File: src/rtl/rtc_timer.sv
// Machine timer: 64-bit mtime counter advanced on rising edges of the divided
// peripheral clock, compared against mtimecmp to raise a level interrupt.
// Registers are reachable through a single-cycle valid/ready memory bus.
`timescale 1ns/1ps

module rtc_timer #(
  parameter int unsigned addr_width = 5,
  // Synchroniser depth on clock_per; legal range 2..4.
  parameter int unsigned sync_depth = 2
) (
  input  logic        clock,
  input  logic        reset,
  input  logic        clock_per,
  input  logic        mem_valid,
  input  logic [31:0] mem_addr,
  input  logic [31:0] mem_wdata,
  input  logic [3:0]  mem_wstrb,
  output logic [31:0] mem_rdata,
  output logic        mem_ready,
  output logic        timer_irq
);

  localparam int unsigned OffW = addr_width - 2;

  // Byte-lane merge of bus write data into an existing word.
  function automatic logic [31:0] merge_bytes(input logic [31:0] cur,
                                              input logic [31:0] wdata,
                                              input logic [3:0]  strb);
    logic [31:0] res;
    res = cur;
    for (int b = 0; b < 4; b++) begin
      if (strb[b]) res[b*8 +: 8] = wdata[b*8 +: 8];
    end
    return res;
  endfunction

  // ---------------------------------------------------------------------------
  // Tick detection
  // ---------------------------------------------------------------------------
  logic [sync_depth-1:0] sync_q;
  logic                  hist_q;
  logic                  sync_out;
  logic                  tick;

  assign sync_out = sync_q[sync_depth-1];
  assign tick     = sync_out & ~hist_q;

  // Synchroniser chain and edge history; preset high so an idle-high divider
  // produces no tick when reset is released.
  always_ff @(posedge clock or negedge reset) begin
    if (!reset) begin
      sync_q <= '1;
      hist_q <= 1'b1;
    end else begin
      sync_q <= {sync_q[sync_depth-2:0], clock_per};
      hist_q <= sync_out;
    end
  end

  // ---------------------------------------------------------------------------
  // Bus decode
  // ---------------------------------------------------------------------------
  logic [OffW-1:0] word_off;
  logic            wr_en;
  logic            wr_mtime_lo, wr_mtime_hi;
  logic            wr_cmp_lo, wr_cmp_hi;
  logic            wr_ctrl;
  logic            unused_addr;

  assign word_off    = mem_addr[addr_width-1:2];
  assign wr_en       = mem_valid & (mem_wstrb != 4'b0000);
  assign wr_mtime_lo = wr_en & (word_off == OffW'(0));
  assign wr_mtime_hi = wr_en & (word_off == OffW'(1));
  assign wr_cmp_lo   = wr_en & (word_off == OffW'(2));
  assign wr_cmp_hi   = wr_en & (word_off == OffW'(3));
  assign wr_ctrl     = wr_en & (word_off == OffW'(4));
  assign unused_addr = ^{mem_addr[31:addr_width], mem_addr[1:0]};

  // ---------------------------------------------------------------------------
  // Timer state
  // ---------------------------------------------------------------------------
  logic [63:0] mtime_q, mtime_d;
  logic [63:0] mtimecmp_q, mtimecmp_d;
  logic        enable_q, enable_d;

  // Next-state for mtime: a bus write to either word suppresses the tick.
  always_comb begin
    mtime_d = mtime_q;
    if (wr_mtime_lo || wr_mtime_hi) begin
      if (wr_mtime_lo) mtime_d[31:0]  = merge_bytes(mtime_q[31:0],  mem_wdata, mem_wstrb);
      if (wr_mtime_hi) mtime_d[63:32] = merge_bytes(mtime_q[63:32], mem_wdata, mem_wstrb);
    end else if (tick && enable_q) begin
      mtime_d = mtime_q + 64'd1;
    end
  end

  // Next-state for mtimecmp and the enable bit.
  always_comb begin
    mtimecmp_d = mtimecmp_q;
    enable_d   = enable_q;
    if (wr_cmp_lo) mtimecmp_d[31:0]  = merge_bytes(mtimecmp_q[31:0],  mem_wdata, mem_wstrb);
    if (wr_cmp_hi) mtimecmp_d[63:32] = merge_bytes(mtimecmp_q[63:32], mem_wdata, mem_wstrb);
    if (wr_ctrl && mem_wstrb[0]) enable_d = mem_wdata[0];
  end

  // Timer registers.
  always_ff @(posedge clock or negedge reset) begin
    if (!reset) begin
      mtime_q    <= 64'd0;
      mtimecmp_q <= '1;
      enable_q   <= 1'b1;
    end else begin
      mtime_q    <= mtime_d;
      mtimecmp_q <= mtimecmp_d;
      enable_q   <= enable_d;
    end
  end

  // ---------------------------------------------------------------------------
  // Read path and response
  // ---------------------------------------------------------------------------
  logic [31:0] rd_word;
  logic [31:0] rdata_q;
  logic        ready_q;
  logic        irq_q;

  // Read mux over the pre-write register state.
  always_comb begin
    rd_word = 32'd0;
    case (word_off)
      OffW'(0): rd_word = mtime_q[31:0];
      OffW'(1): rd_word = mtime_q[63:32];
      OffW'(2): rd_word = mtimecmp_q[31:0];
      OffW'(3): rd_word = mtimecmp_q[63:32];
      OffW'(4): rd_word = {31'd0, enable_q};
      default:  rd_word = 32'd0;
    endcase
  end

  // Response strobe, captured read data and registered compare.
  always_ff @(posedge clock or negedge reset) begin
    if (!reset) begin
      ready_q <= 1'b0;
      rdata_q <= 32'd0;
      irq_q   <= 1'b0;
    end else begin
      ready_q <= mem_valid;
      rdata_q <= mem_valid ? rd_word : 32'd0;
      irq_q   <= (mtime_q >= mtimecmp_q);
    end
  end

  assign mem_ready = ready_q;
  assign mem_rdata = rdata_q;
  assign timer_irq = irq_q;

endmodule
File: config.mk
export PLATFORM = sky130hd
export DESIGN_NAME = rtc_timer
export DESIGN_NICKNAME = d
export VERILOG_FILES = /design/src/rtl/rtc_timer.sv
export SDC_FILE = /design/constraint.sdc
export NUM_CORES = 1
export LEC_CHECK = 0
export BUFFER_PORTS_ARGS = -buffer_cell sky130_fd_sc_hd__buf_2
export CORE_MARGIN = 4
export CORE_UTILIZATION = 45
export CTS_CLUSTER_DIAMETER = 30
export DETAILED_ROUTE_END_ITERATION = 6
export SLEW_MARGIN = 20
export SYNTH_ARGS = -nofsm -noshare
export SYNTH_HDL_FRONTEND = slang
export SYNTH_SLANG_ARGS = --single-unit
File: constraint.sdc
create_clock -name clock -period 3.2 [get_ports clock]
set_input_delay 0.64 -clock clock [delete_from_list [all_inputs] [get_ports clock]]
set_output_delay 0.64 -clock clock [all_outputs]
set_load 0.02 [all_outputs]
After elaboration in Yosys (flattened, before gate mapping). Index checks and enable logic that the tools add are counted.

Register bits: 166. Bits in latches: 0. Bits in writable memories: 0. Bits in read-only memories: 0. Input bits: 72. Logic and storage cells: 74. Memories kept: 0.

$add $sub $neg: 1. Multiply operators: 0. Div/mod/pow operators: 0. Order comparisons: 1. Equality and inequality tests: 10. Shifts and indexed selects: 0. Mux-type cells: 10. Bitwise logic cells: 8. Reductions and logical operators: 22.

Operator list (number): $pmux W32 S5 (1); $mux W64 (2); $mux W32 (3); $add A64 B1 Y64 const B (1); $ge A64 B64 Y1 (1); $mux W8 (4); $reduce_and A3 Y1 (8); $reduce_and A2 Y1 (8); $ne A2 B2 Y1 const B (6); $and A1 B1 Y1 (7); $eq A3 B2 Y1 const B (2); $reduce_bool A4 Y1 (1); $eq A3 B1 Y1 const B (1); $eq A3 B3 Y1 const B (1); $logic_not A3 Y1 (1); $logic_and A1 B1 Y1 (2); $reduce_bool A2 Y1 (1); $logic_or A1 B1 Y1 (1); $not A1 Y1 (1).

Depth between registers and ports, before layout.
Word-level depth: 6. Gate-level depth with buffers: 9. Gate-level depth less buffers: 8.

Worst setup path after synthesis. No wires, ideal clock.

Path type: input -> register. From: in mem_addr[4]. To: reg mtime_q[39]. Arrival: 2.133 ns. Data required time: 3.078 ns. Setup slack: 0.945 ns. Stages: 7. Cells stage by stage: clkbuf_1 > or2_1 > o21ba_2 > buf_4 > a31oi_1 > nor2_1 > o22a_1.

Longest elaborated chain between the ends: 5. Elaborated cells on any way between the ends: 10. Classes of those cells: 3 x eq/ne; 1 x mux; 2 x bitwise; 4 x reduce/logical.

Ends and longest elaborated chain: start: declaration (line 15) `input logic [31:0] mem_addr,`; $eq A3 B1 Y1 / $logic_not A3 Y1 (equally long branches) (line 73, 72); $and A1 B1 Y1 (on tied branches) (line 73, 72); $logic_or A1 B1 Y1 (line 89) `if (wr_mtime_lo || wr_mtime_hi) begin`; $ne A2 B2 Y1 (no line) / $reduce_bool A2 Y1 (equally long branches); $reduce_and A3 Y1 (no line); end signal: assignment (line 113) `mtime_q <= mtime_d;`; end: declaration (line 82) `logic [63:0] mtime_q, mtime_d;`.

Parallel ways exist; a longest one is shown, timed or not. A chain may end at the register's enable or synchronous reset.

Worst setup path after layout.
From: reg mtime_q[15]. To: reg mtime_q[63].

Longest elaborated chain between the ends: 3.

Ends and longest elaborated chain: $add A64 B1 Y64 (line 93) `mtime_d = mtime_q + 64'd1;`; $mux W64 (line 92) `end else if (tick && enable_q) begin`; $mux W64 (line 89).

No other way between the ends. The select of a mux whose other input is x is not followed.

==> run metrics <==
outcome=complete, no violations; Die ar.=0.0254 mm2; number of global-route vias before repair=8764; Post-CTS Resized=0; Setup-failing EPs final=0; H-tree depth=4; Slew Viols, Final=0; Async SR Flop Fraction=100%; drt total wl=31.4 mm; first-pass GRT wire length=50.4 mm; Leakage=0.00495 uW; Via density=6.20; Placed Instances=1439; unrepaired setup endpoints after global routing=no; Post-Syn Instances=1095; CP startpoint kind=register; dominant cell type by area after synthesis=dfrtp_1; Nets=1310; All-Layer GR Usage=24.7%; #FFs+latches synth=166; Max-Cap Viols=0; CTS tree=built; Ports=106; Final Hold Vio Count=0; Root Driver=clkbuf_16; post-CTS setup buffer count=0; top area cells in the synthesized netlist=dfrtp_1 (24%), dfstp_2 (17%), ha_1 (7.9%); mapped cell area=0.0103 mm2; Multi-input gate area=0.00552 mm2; Filler cells=2123; Synth cell types=70; critical path class=register to register; Core Region=0.0226 mm2; Residual DRC=0; row count=55; routability cong.=0.925; clk slew on worst S/H paths=0.07 ns; GRT overflow=0; Yosys warning count=0; Die Y=159 um; max_slew headroom=44.5%; initial antenna violation count=1; Initial Util=45.6%; required time of the critical path=3.52 ns; layout cells sized above 1=26.0%; CP Data Arrival Time=2.99 ns; area delta synth->final=14.3%; Final Non-Filler Cells=1471; largest net degree at the start of global routing=61; setup TNS=0 ns; R2R cell count=6; Clock Sinks=166; Peak VDD IR=0.371 mV; post-place instance area=0.0112 mm2; Hold Buf Count CTS=0; Initial DRC Count=756; DRT Pass-1 Iters=7; worst min-delay path class=primary input to asynchronous set/reset pin; power per cell area=671 mW/mm2; Finished Cell Area=0.0118 mm2; Synth top cells by count=a21oi_1 (119), dfrtp_1 (98), inv_1 (75); Net Count, Synth=1232; Syn Area/Cell=9.43 um2; count leader, synth=a21oi_1; Wirelength per Cell=21.3 um; Setup Skew=0.00984 ns; CTS Buf Count=17; fmax=0.374 GHz; minimum clock period=2.67 ns; clk buf depth=2; via count=9117; FF/Latch Area=0.00424 mm2; Port Buffers=76; Chip Width=159 um; crit end category=register; Post-DP HPWL=23.0 mm; insertion delay to the later sink of the worst-skew pair=0.43 ns; antenna-violating nets left=0; diode count=0; area share of the largest cell type after synthesis=23.7%; crit path max fanout=10; Least-Margin Pin Slew=0.827 ns; fin crit share=83.4%; ys flop type=dfrtp_1; sequential share of the synthesized area=41.1%; Post-synth EDFFs=0
## routing by layer
layer  vias to the layer above  wire length, um  part of all wire (%)  global-route usage (%)
met3                        51             2050                   6.5                    3.70
met4                         0              654                   2.1                    6.55
met2                       322            14100                    45                    38.1
li1                       4285                -                     -                       -
met5                         -                0                     0                       0
met1                      4459            14600                    47                    36.4
## metrics by stage
stage | utilization, % | setup slack, ns | power (uW) | hold WS [ns]
after floorplan | - | 0.945 | 4860 | 0.344
after global placement | 49.4 | 0.498 | 5690 | 0.347
after detailed placement | 49.4 | 0.481 | 5750 | 0.348
after CTS | 52.1 | 0.666 | 7930 | 0.187
after global routing | 52.1 | 0.489 | 8460 | 0.211
final | 52.1 | 0.530 | 7910 | 0.170
## cell families (layout without fill, tap and decap cells)
| logic type | after synthesis | count (layout) | share of synthesized area (%) |
|---|---|---|---|
| AOI/OAI and AO/OA | 374 | 374 | 24.1 |
| and+or+nand+nor | 298 | 298 | 15.6 |
| DFF | 166 | 166 | 41.1 |
| buffers and inverters | 140 | 231 | 5.73 |
| adders and majority gates | 65 | 65 | 7.88 |
| muxes | 52 | 52 | 5.66 |
## final timing paths
kind / start / to / slack (ns)
worst max register to register: mtime_q[15]$_DFFE_PN0P_ / mtime_q[63]$_DFFE_PN0P_ / 0.53
worst min register to register: sync_q[0]$_DFF_PN1_ / sync_q[1]$_DFF_PN1_ / 0.36
worst max-delay path: mtime_q[15]$_DFFE_PN0P_ / mtime_q[63]$_DFFE_PN0P_ / 0.53
worst min-delay path: reset / mem_rdata[11]$_DFF_PN0_ / 0.17
max in group asynchronous: reset / mtimecmp_q[56]$_DFFE_PN1P_ / 2.26
min in group clock: clock_per / sync_q[0]$_DFF_PN1_ / 0.30
## area by class of cell
cell class / instances / area share (%)
multi-input combinational: 789 / 46.8
inverter: 75 / 2.39
clock inverter: 12 / 1.20
sequential: 166 / 35.9
clock buffer: 20 / 3.96
tap: 285 / 3.02
timing repair buffer: 124 / 6.75
## flip-flops by register name, summed over array words and instances, names as in the netlist
name	cells
enable_q	1
hist_q	1
mem_rdata	32
mem_ready	1
mtime_q	64
mtimecmp_q	64
sync_q	2
timer_irq	1
## power breakdown
group	internal, uW	total, uW	switching, uW
registers	2720	3310	591
logic	1030	2430	1410
clock network	1230	2170	942
total	4970	7910	2940
## critical path: stages (launching register included)
cell     delay [ns]
dfrtp_1        0.52
and3_1         0.28
and4_1         0.49
nand2_2        0.21
nor4_1         0.68
a31oi_1        0.17
o22a_1         0.22
## layout by cell type (no fill, tap or decap), types with 5 or more instances in the layout
| cell | netlist | layout |
|---|---|---|
| and3_1 | 15 | 15 |
| dfstp_2 | 68 | 68 |
| inv_1 | 75 | 75 |
| nand4_1 | 33 | 33 |
| a21oi_1 | 119 | 119 |
| and2_1 | 6 | 6 |
| a31oi_1 | 30 | 30 |
| o32ai_1 | 5 | 5 |
| dfrtp_1 | 98 | 98 |
| buf_2 | 25 | 75 |
| a41oi_1 | 8 | 8 |
| o21ai_0 | 46 | 46 |
| and4_1 | 12 | 12 |
| mux2_2 | 51 | 51 |
| clkbuf_16 | 0 | 17 |
| nor2_1 | 64 | 64 |
| nor4_1 | 9 | 9 |
| buf_4 | 7 | 44 |
| o22a_1 | 44 | 44 |
| o21a_1 | 7 | 7 |
| nand2_1 | 73 | 73 |
| a22oi_1 | 63 | 63 |
| o22ai_1 | 9 | 9 |
| ha_1 | 65 | 65 |
| nor3_1 | 17 | 15 |
| nand3_1 | 37 | 37 |
No activity file was read; power rests on OpenSTA's default activity.
